File: src/rtl/mem_stage_pkg.sv
// Shared types for the MEM pipeline stage: datapath widths and the
// data-access handshake state encoding.
package mem_stage_pkg;

    localparam int CPU_WORD_W = 32;
    localparam int CPU_REG_AW = 5;

    typedef logic [CPU_WORD_W-1:0] word_t;
    typedef logic [CPU_REG_AW-1:0] regbits_t;

    localparam logic [1:0] ST_IDLE   = 2'd0;
    localparam logic [1:0] ST_ACCESS = 2'd1;
    localparam logic [1:0] ST_DONE   = 2'd2;

    typedef enum logic [1:0] {
        IDLE   = ST_IDLE,
        ACCESS = ST_ACCESS,
        DONE   = ST_DONE
    } memstage_state_t;

endpackage

File: src/rtl/mem_stage_if.sv
// Data-memory request bus between the MEM stage (master) and the
// cache/memory controller (slave).
interface mem_stage_if
    import mem_stage_pkg::*;
#(
    parameter int WORD_W = CPU_WORD_W
);

    logic              dmemREN;
    logic              dmemWEN;
    logic [WORD_W-1:0] dmemaddr;
    logic [WORD_W-1:0] dmemstore;
    logic              dhit;
    logic [WORD_W-1:0] dmemload;

    modport master (
        output dmemREN, dmemWEN, dmemaddr, dmemstore,
        input  dhit, dmemload
    );

    modport slave (
        input  dmemREN, dmemWEN, dmemaddr, dmemstore,
        output dhit, dmemload
    );

endinterface

File: src/rtl/mem_stage_wb.sv
// MEM/WB pipeline latch: load on advance, bubble on stalled advance,
// otherwise hold. The halt flag is sticky until reset.
module mem_wb
    import mem_stage_pkg::*;
#(
    parameter int WORD_W = CPU_WORD_W,
    parameter int REG_AW = CPU_REG_AW
) (
    input  logic              CLK,
    input  logic              nRST,
    input  logic              adv,
    input  logic              bubble,
    input  logic              valid,
    input  logic              regWEN,
    input  logic              halt,
    input  logic [REG_AW-1:0] wsel,
    input  logic [WORD_W-1:0] wdat,
    input  logic [WORD_W-1:0] instr,
    output logic              wb_valid,
    output logic              wb_regWEN,
    output logic              wb_halt,
    output logic [REG_AW-1:0] wb_wsel,
    output logic [WORD_W-1:0] wb_wdat,
    output logic [WORD_W-1:0] wb_instr
);

    always_ff @(posedge CLK or negedge nRST) begin
        if (!nRST) begin
            wb_valid  <= 1'b0;
            wb_regWEN <= 1'b0;
            wb_halt   <= 1'b0;
            wb_wsel   <= '0;
            wb_wdat   <= '0;
            wb_instr  <= '0;
        end else if (adv) begin
            wb_valid  <= valid;
            wb_regWEN <= regWEN;
            wb_halt   <= wb_halt | halt;
            wb_wsel   <= wsel;
            wb_wdat   <= wdat;
            wb_instr  <= instr;
        end else if (bubble) begin
            wb_valid  <= 1'b0;
            wb_regWEN <= 1'b0;
        end
    end

endmodule

File: src/rtl/mem_stage.sv
// Pipeline MEM stage: data-memory handshake, writeback select, forwarding
// data and the MEM/WB latch.
module mem_stage
    import mem_stage_pkg::*;
#(
    parameter int WORD_W = CPU_WORD_W,
    parameter int REG_AW = CPU_REG_AW
) (
    input  logic              CLK,
    input  logic              nRST,
    input  logic              ihit,
    input  logic              valid_i,
    input  logic              dREN_i,
    input  logic              dWEN_i,
    input  logic              regWEN_i,
    input  logic              memToReg_i,
    input  logic              jal_i,
    input  logic              lui_i,
    input  logic              halt_i,
    input  logic [REG_AW-1:0] wsel_i,
    input  logic [WORD_W-1:0] out_i,
    input  logic [WORD_W-1:0] rdat2_i,
    input  logic [WORD_W-1:0] next_pc_i,
    input  logic [15:0]       imm_i,
    input  logic [WORD_W-1:0] instr_i,
    mem_stage_if.master       dmem,
    output logic              mem_stall,
    output logic              fwd_wen,
    output logic [REG_AW-1:0] fwd_wsel,
    output logic [WORD_W-1:0] fwd_wdat,
    output logic              wb_valid,
    output logic              wb_regWEN,
    output logic              wb_halt,
    output logic [REG_AW-1:0] wb_wsel,
    output logic [WORD_W-1:0] wb_wdat,
    output logic [WORD_W-1:0] wb_instr
);

    memstage_state_t   state, state_n;
    logic              halted;
    logic              memop;
    logic              adv;
    logic              bubble;
    logic [WORD_W-1:0] ldbuf;
    logic [WORD_W-1:0] ld_data;

    // Gated by nRST so a reset mid-access withdraws the request at once.
    assign memop = nRST & valid_i & (dREN_i | dWEN_i) & ~halted;

    assign dmem.dmemREN   = memop & dREN_i & (state != DONE);
    assign dmem.dmemWEN   = memop & dWEN_i & (state != DONE);
    assign dmem.dmemaddr  = {out_i[WORD_W-1:2], 2'b00};
    assign dmem.dmemstore = rdat2_i;

    assign mem_stall = memop & (state != DONE) & ~dmem.dhit;
    assign adv       = ihit & ~mem_stall;
    assign bubble    = ihit & mem_stall;

    always_comb begin
        state_n = state;
        case (state)
            IDLE: begin
                if (memop && !dmem.dhit)
                    state_n = ACCESS;
                else if (memop && dmem.dhit && !ihit)
                    state_n = DONE;
            end
            ACCESS: begin
                if (dmem.dhit)
                    state_n = ihit ? IDLE : DONE;
            end
            DONE: begin
                if (ihit)
                    state_n = IDLE;
            end
            default: state_n = IDLE;
        endcase
    end

    always_ff @(posedge CLK or negedge nRST) begin
        if (!nRST) begin
            state  <= IDLE;
            halted <= 1'b0;
            ldbuf  <= '0;
        end else begin
            state <= state_n;
            if (adv && valid_i && halt_i)
                halted <= 1'b1;
            if (dmem.dhit && dREN_i)
                ldbuf <= dmem.dmemload;
        end
    end

    assign ld_data = dmem.dhit ? dmem.dmemload : ldbuf;

    always_comb begin
        if (jal_i)
            fwd_wdat = next_pc_i;
        else if (lui_i)
            fwd_wdat = WORD_W'({imm_i, 16'h0000});
        else if (memToReg_i)
            fwd_wdat = ld_data;
        else
            fwd_wdat = out_i;
    end

    assign fwd_wen  = valid_i & regWEN_i & ~(memToReg_i & mem_stall);
    assign fwd_wsel = wsel_i;

    mem_wb #(
        .WORD_W (WORD_W),
        .REG_AW (REG_AW)
    ) u_mem_wb (
        .CLK       (CLK),
        .nRST      (nRST),
        .adv       (adv),
        .bubble    (bubble),
        .valid     (valid_i),
        .regWEN    (regWEN_i),
        .halt      (halt_i),
        .wsel      (wsel_i),
        .wdat      (fwd_wdat),
        .instr     (instr_i),
        .wb_valid  (wb_valid),
        .wb_regWEN (wb_regWEN),
        .wb_halt   (wb_halt),
        .wb_wsel   (wb_wsel),
        .wb_wdat   (wb_wdat),
        .wb_instr  (wb_instr)
    );

endmodule
File: src/flat_wrapper.sv
// flat-port wrapper written by rule: the top's interface ports become plain ports
module mem_stage_flat import mem_stage_pkg::*;
#(
    parameter int WORD_W = CPU_WORD_W,
    parameter int REG_AW = CPU_REG_AW
)
  (CLK, nRST, ihit, valid_i, dREN_i, dWEN_i, regWEN_i, memToReg_i, jal_i, lui_i, halt_i, wsel_i, out_i, rdat2_i, next_pc_i, imm_i, instr_i, mem_stall, fwd_wen, fwd_wsel, fwd_wdat, wb_valid, wb_regWEN, wb_halt, wb_wsel, wb_wdat, wb_instr, dmem_dmemREN, dmem_dmemWEN, dmem_dmemaddr, dmem_dmemstore, dmem_dhit, dmem_dmemload);
  mem_stage_if #(.WORD_W(WORD_W)) dmem_i ();
  input  logic CLK;
  input  logic nRST;
  input  logic ihit;
  input  logic valid_i;
  input  logic dREN_i;
  input  logic dWEN_i;
  input  logic regWEN_i;
  input  logic memToReg_i;
  input  logic jal_i;
  input  logic lui_i;
  input  logic halt_i;
  input  logic [REG_AW-1:0] wsel_i;
  input  logic [WORD_W-1:0] out_i;
  input  logic [WORD_W-1:0] rdat2_i;
  input  logic [WORD_W-1:0] next_pc_i;
  input  logic [15:0] imm_i;
  input  logic [WORD_W-1:0] instr_i;
  output logic mem_stall;
  output logic fwd_wen;
  output logic [REG_AW-1:0] fwd_wsel;
  output logic [WORD_W-1:0] fwd_wdat;
  output logic wb_valid;
  output logic wb_regWEN;
  output logic wb_halt;
  output logic [REG_AW-1:0] wb_wsel;
  output logic [WORD_W-1:0] wb_wdat;
  output logic [WORD_W-1:0] wb_instr;
  output wire logic [$bits(dmem_i.dmemREN)-1:0] dmem_dmemREN;
  output wire logic [$bits(dmem_i.dmemWEN)-1:0] dmem_dmemWEN;
  output wire logic [$bits(dmem_i.dmemaddr)-1:0] dmem_dmemaddr;
  output wire logic [$bits(dmem_i.dmemstore)-1:0] dmem_dmemstore;
  input wire logic [$bits(dmem_i.dhit)-1:0] dmem_dhit;
  input wire logic [$bits(dmem_i.dmemload)-1:0] dmem_dmemload;
  assign dmem_dmemREN = dmem_i.dmemREN;
  assign dmem_dmemWEN = dmem_i.dmemWEN;
  assign dmem_dmemaddr = dmem_i.dmemaddr;
  assign dmem_dmemstore = dmem_i.dmemstore;
  assign dmem_i.dhit = dmem_dhit;
  assign dmem_i.dmemload = dmem_dmemload;
  mem_stage #(.WORD_W(WORD_W), .REG_AW(REG_AW)) u_core (.CLK(CLK), .nRST(nRST), .ihit(ihit), .valid_i(valid_i), .dREN_i(dREN_i), .dWEN_i(dWEN_i), .regWEN_i(regWEN_i), .memToReg_i(memToReg_i), .jal_i(jal_i), .lui_i(lui_i), .halt_i(halt_i), .wsel_i(wsel_i), .out_i(out_i), .rdat2_i(rdat2_i), .next_pc_i(next_pc_i), .imm_i(imm_i), .instr_i(instr_i), .dmem(dmem_i), .mem_stall(mem_stall), .fwd_wen(fwd_wen), .fwd_wsel(fwd_wsel), .fwd_wdat(fwd_wdat), .wb_valid(wb_valid), .wb_regWEN(wb_regWEN), .wb_halt(wb_halt), .wb_wsel(wb_wsel), .wb_wdat(wb_wdat), .wb_instr(wb_instr));
endmodule
File: config.mk
export PLATFORM = sky130hd
export DESIGN_NAME = mem_stage_flat
export DESIGN_NICKNAME = d
export VERILOG_FILES = /design/src/rtl/mem_stage_pkg.sv /design/src/rtl/mem_stage_if.sv /design/src/rtl/mem_stage_wb.sv /design/src/rtl/mem_stage.sv /design/src/flat_wrapper.sv
export SDC_FILE = /design/constraint.sdc
export NUM_CORES = 1
export LEC_CHECK = 0
export ABC_AREA = 1
export CAP_MARGIN = 40
export CORE_AREA = 2 2 145 147
export DETAILED_ROUTE_END_ITERATION = 8
export DIE_AREA = 0 0 147 149
export DONT_BUFFER_PORTS = 1
export HOLD_SLACK_MARGIN = 0.1
export PLACE_DENSITY = 0.43
export SYNTH_ARGS = -nofsm -noshare
export SYNTH_HDL_FRONTEND = slang
export SYNTH_HIERARCHICAL = 1
export SYNTH_SLANG_ARGS = --single-unit
File: constraint.sdc
create_clock -name CLK -period 1.4 [get_ports CLK]
set_input_delay 0.28 -clock CLK [delete_from_list [all_inputs] [get_ports CLK]]
set_output_delay 0.28 -clock CLK [all_outputs]
set_load 0.1 [all_outputs]
==> impl_results.md <==
* GRT Total Usage at 0.195
* Final ANT Viol Nets at 0
* Ranking of synthesized cells by area: dfrtp_1 45%, nand2_1 20%, buf_4 11%, mux2_4 7.5%, a21oi_1 2.8%
* WHS at -0.390 ns
* Routed WL at about 23 mm
* Fmax at 560 MHz
* Mux cell area share after synthesis at 0.0792
* Layout Nets at approximately 1100
* Max-cap violations at 0
* Worst hold path type: input pin to asynchronous set/reset pin
* Pwr dens at between 1000 and 1500 nW/um2
* Die outline height at around 150 um
* Clk Latency, worst-skew pair at between 0.3 and 0.4 ns
* Drt via density at 4.75
* CTS tree: yes
* Synth top area share at 0.449
* Post-synthesis compound-gate area fraction at 0.0769
* CP endpoint kind: output port
* RSZ-0062 raised after global routing: true
* DR iter-0 viols at about 190
* P_leak at 4.45 nW
* Worst setup path start: u_core/halted$_DFFE_PN0P_
* PnR worst setup slack at -0.385 ns
* Final core area utilization at 0.448
* Worst-path clk slew at approximately 0.080 ns
* Tmin final at around 1.8 ns
* Synthesized area at 5970 um2
* Layout cells sized above 1 at 0.371
* Synthesis Warnings at 6
* Final hold violations at between 100 and 150
* Post-synth top area cell: dfrtp_1
* Simple-Gate Fraction of Synth Area at 0.254
* H-tree Lvls at 3
* Storage cell area at ~2700 um2
* Type of origin of the critical path: register
* Placed Cells at 1030
* Final Skew at 0.0142 ns
* Largest net degree at the start of global routing at roughly 110
* Vias in the first global route at ~5700
* Post-synthesis adder-cell area fraction at 0
* XOR/XNOR share of the synthesized area at 0
* WP data required at 1.12 ns
* CP Class: register to output port
* Synth Area per Inst at around 8.1 um2
* CP max FO at 2
* Vias at about 5500
* CTS sink cnt at approximately 110
* Violations in the final reports: negative hold slack, negative setup slack
* Core box area at ~21000 um2
* Post-synthesis register bit count at 107
* Starting Density at 0.290
* Initial antenna violation count at 0
* Boundary pin count at between 300 and 400
* R2R Path Start: u_core/halted$_DFFE_PN0P_
* CTS Buf Count at 9
* Pre-CTS WS at -0.0989 ns
* WL per Instance at between 15 and 20 um
* Buffers on Ports at 0
* Area of the multi-input gates at ~3000 um2
* Most common cell after layout, fill and taps aside: nand2_1
* Fin crit share at 1.27
* Final slew viol count at 0
* Worst IR drop on VDD at approximately 0.69 mV
* Row count at 53
* Die Area at 21900 um2
* Total iterations of the first detailed-routing run at 4
* Setup tns final at -20.13 ns
* Post-synthesis cell type count at 26
* Fillers at 1978
* Antenna fix cells at 0
* Worst reg2reg setup slack at -0.21 ns
* Most frequent cells in the layout: 275 x nand2_1, 117 x buf_4, 107 x dfrtp_1, 73 x dlygate4sd3_1, 36 x buf_12
* Die width at 147 um
* First-pass GRT wire length at 32.7 mm
* Status: complete, but fails checks
* Synth Instances at approximately 730
* CTS hold repair buffers at 73
* Placer Congestion at between 0.9 and 1
* Setup violators final at between 100 and 150
* GRT overflow at 0
* Placed wire-length estimate at 15.7 mm
* Main combinational cell family by area after synthesis: simple AND/OR/NAND/NOR gates
* CP arrival at 1.50 ns
* CTS max path bufs at 2
* DRC violation count after routing at 0
* Seq/Total Area, Yosys at 0.449
* Root buffer cell: clkbuf_16
* Reg2reg path depth at 12
* Area Overhead vs Synth at 54.3%
* Non-filler cells, final at approximately 1200
## stage by stage
stage,total power [mW],area (um2)
floorplan,7.64,6400
global placement,7.59,7310
detailed placement,7.62,7310
CTS,10.6,8690
global route,11.2,9210
finish,10.7,9210
## report_power, final
part,leakage [nW],internal (mW),switching [mW]
Clock,0.148,1.31,1.29
Sequential,1.29,3.42,0.148
Combinational,3.01,1.40,3.15
Total,4.45,6.13,4.59
## worst max-delay path: stages, from the launching register on
cell and delay (ns):
dfrtp_1 0.39, nor2_2 0.14, nand2_2 0.10, nor2_4 0.10, nand2_2 0.07, buf_6 0.12, clkinvlp_4 0.07, buf_12 0.17
## state kept, by name, indices dropped and copies added (netlist names)
register,flops
u_core/u_mem_wb/wb_valid,1
u_core/u_mem_wb/wb_regWEN,1
u_core/u_mem_wb/wb_halt,1
u_core/state,2
u_core/u_mem_wb/wb_instr,32
u_core/u_mem_wb/wb_wsel,5
u_core/u_mem_wb/wb_wdat,32
u_core/halted,1
u_core/ldbuf,32
## logic make-up after synthesis
group / count (synthesis)
other: 1
flip-flops: 107
buffers and inverters: 122
AND/OR/NAND/NOR: 389
AO/OA/AOI/OAI: 83
multiplexers: 32
## worst paths after layout
| path | endpoint |
|---|---|
| min in group CLK | u_core/state[1]$_DFFE_PN0P_ |
| worst min-delay path | u_core/u_mem_wb/wb_wdat[4]$_DFFE_PN0P_ |
| worst min register to register | u_core/u_mem_wb/wb_wdat[0]$_DFFE_PN0P_ |
| max in group asynchronous | u_core/ldbuf[21]$_DFFE_PN0P_ |
| worst max register to register | u_core/u_mem_wb/wb_instr[18]$_DFFE_PN0P_ |
| worst max-delay path | mem_stall |
## cell usage after synthesis
| cell | count |
|---|---|
| a21o_1 | 1 |
| a21oi_1 | 33 |
| a31oi_1 | 1 |
| buf_2 | 15 |
| buf_4 | 84 |
| buf_6 | 6 |
| clkbuf_1 | 4 |
| conb_1 | 1 |
| dfrtp_1 | 107 |
| inv_1 | 8 |
| inv_2 | 4 |
| inv_4 | 1 |
| mux2_2 | 2 |
| mux2_4 | 30 |
| nand2_1 | 323 |
| nand2_2 | 2 |
| nand2_4 | 1 |
| nand3_1 | 20 |
| nand3_2 | 1 |
| nand4_1 | 1 |
| nor2_1 | 36 |
| nor2_2 | 3 |
| nor3_1 | 2 |
| o211ai_1 | 16 |
| o21ai_0 | 19 |
| o21ai_1 | 13 |
## area by class of cell
type	count	share of cell area
Inverter	13	0.00869
Multi-Input combinational cell	506	0.336
Clock inverter	6	0.00679
Tap cell	275	0.0374
Timing Repair Buffer	245	0.295
Clock buffer	10	0.0259
Sequential cell	107	0.291
## routing by layer
metal	part of all wire	vias to the layer above	wire length, um	GRT usage
met5	0	-	0	0
li1	-	2564	-	-
met2	0.52	267	12000	0.351
met4	0.026	0	606	0.0793
met3	0.079	41	1810	0.0599
met1	0.37	2649	8470	0.213
## repair_timing
item                                    4_1_cts  5_1_grt
endpoints found under the hold margin       180      107
gates cloned                                  3        7
pin swaps                                    45       53
endpoints found under the setup margin      101      108
buffers inserted                             16       18
resized for setup                            48       63
Power figures use the tool's default switching activity.
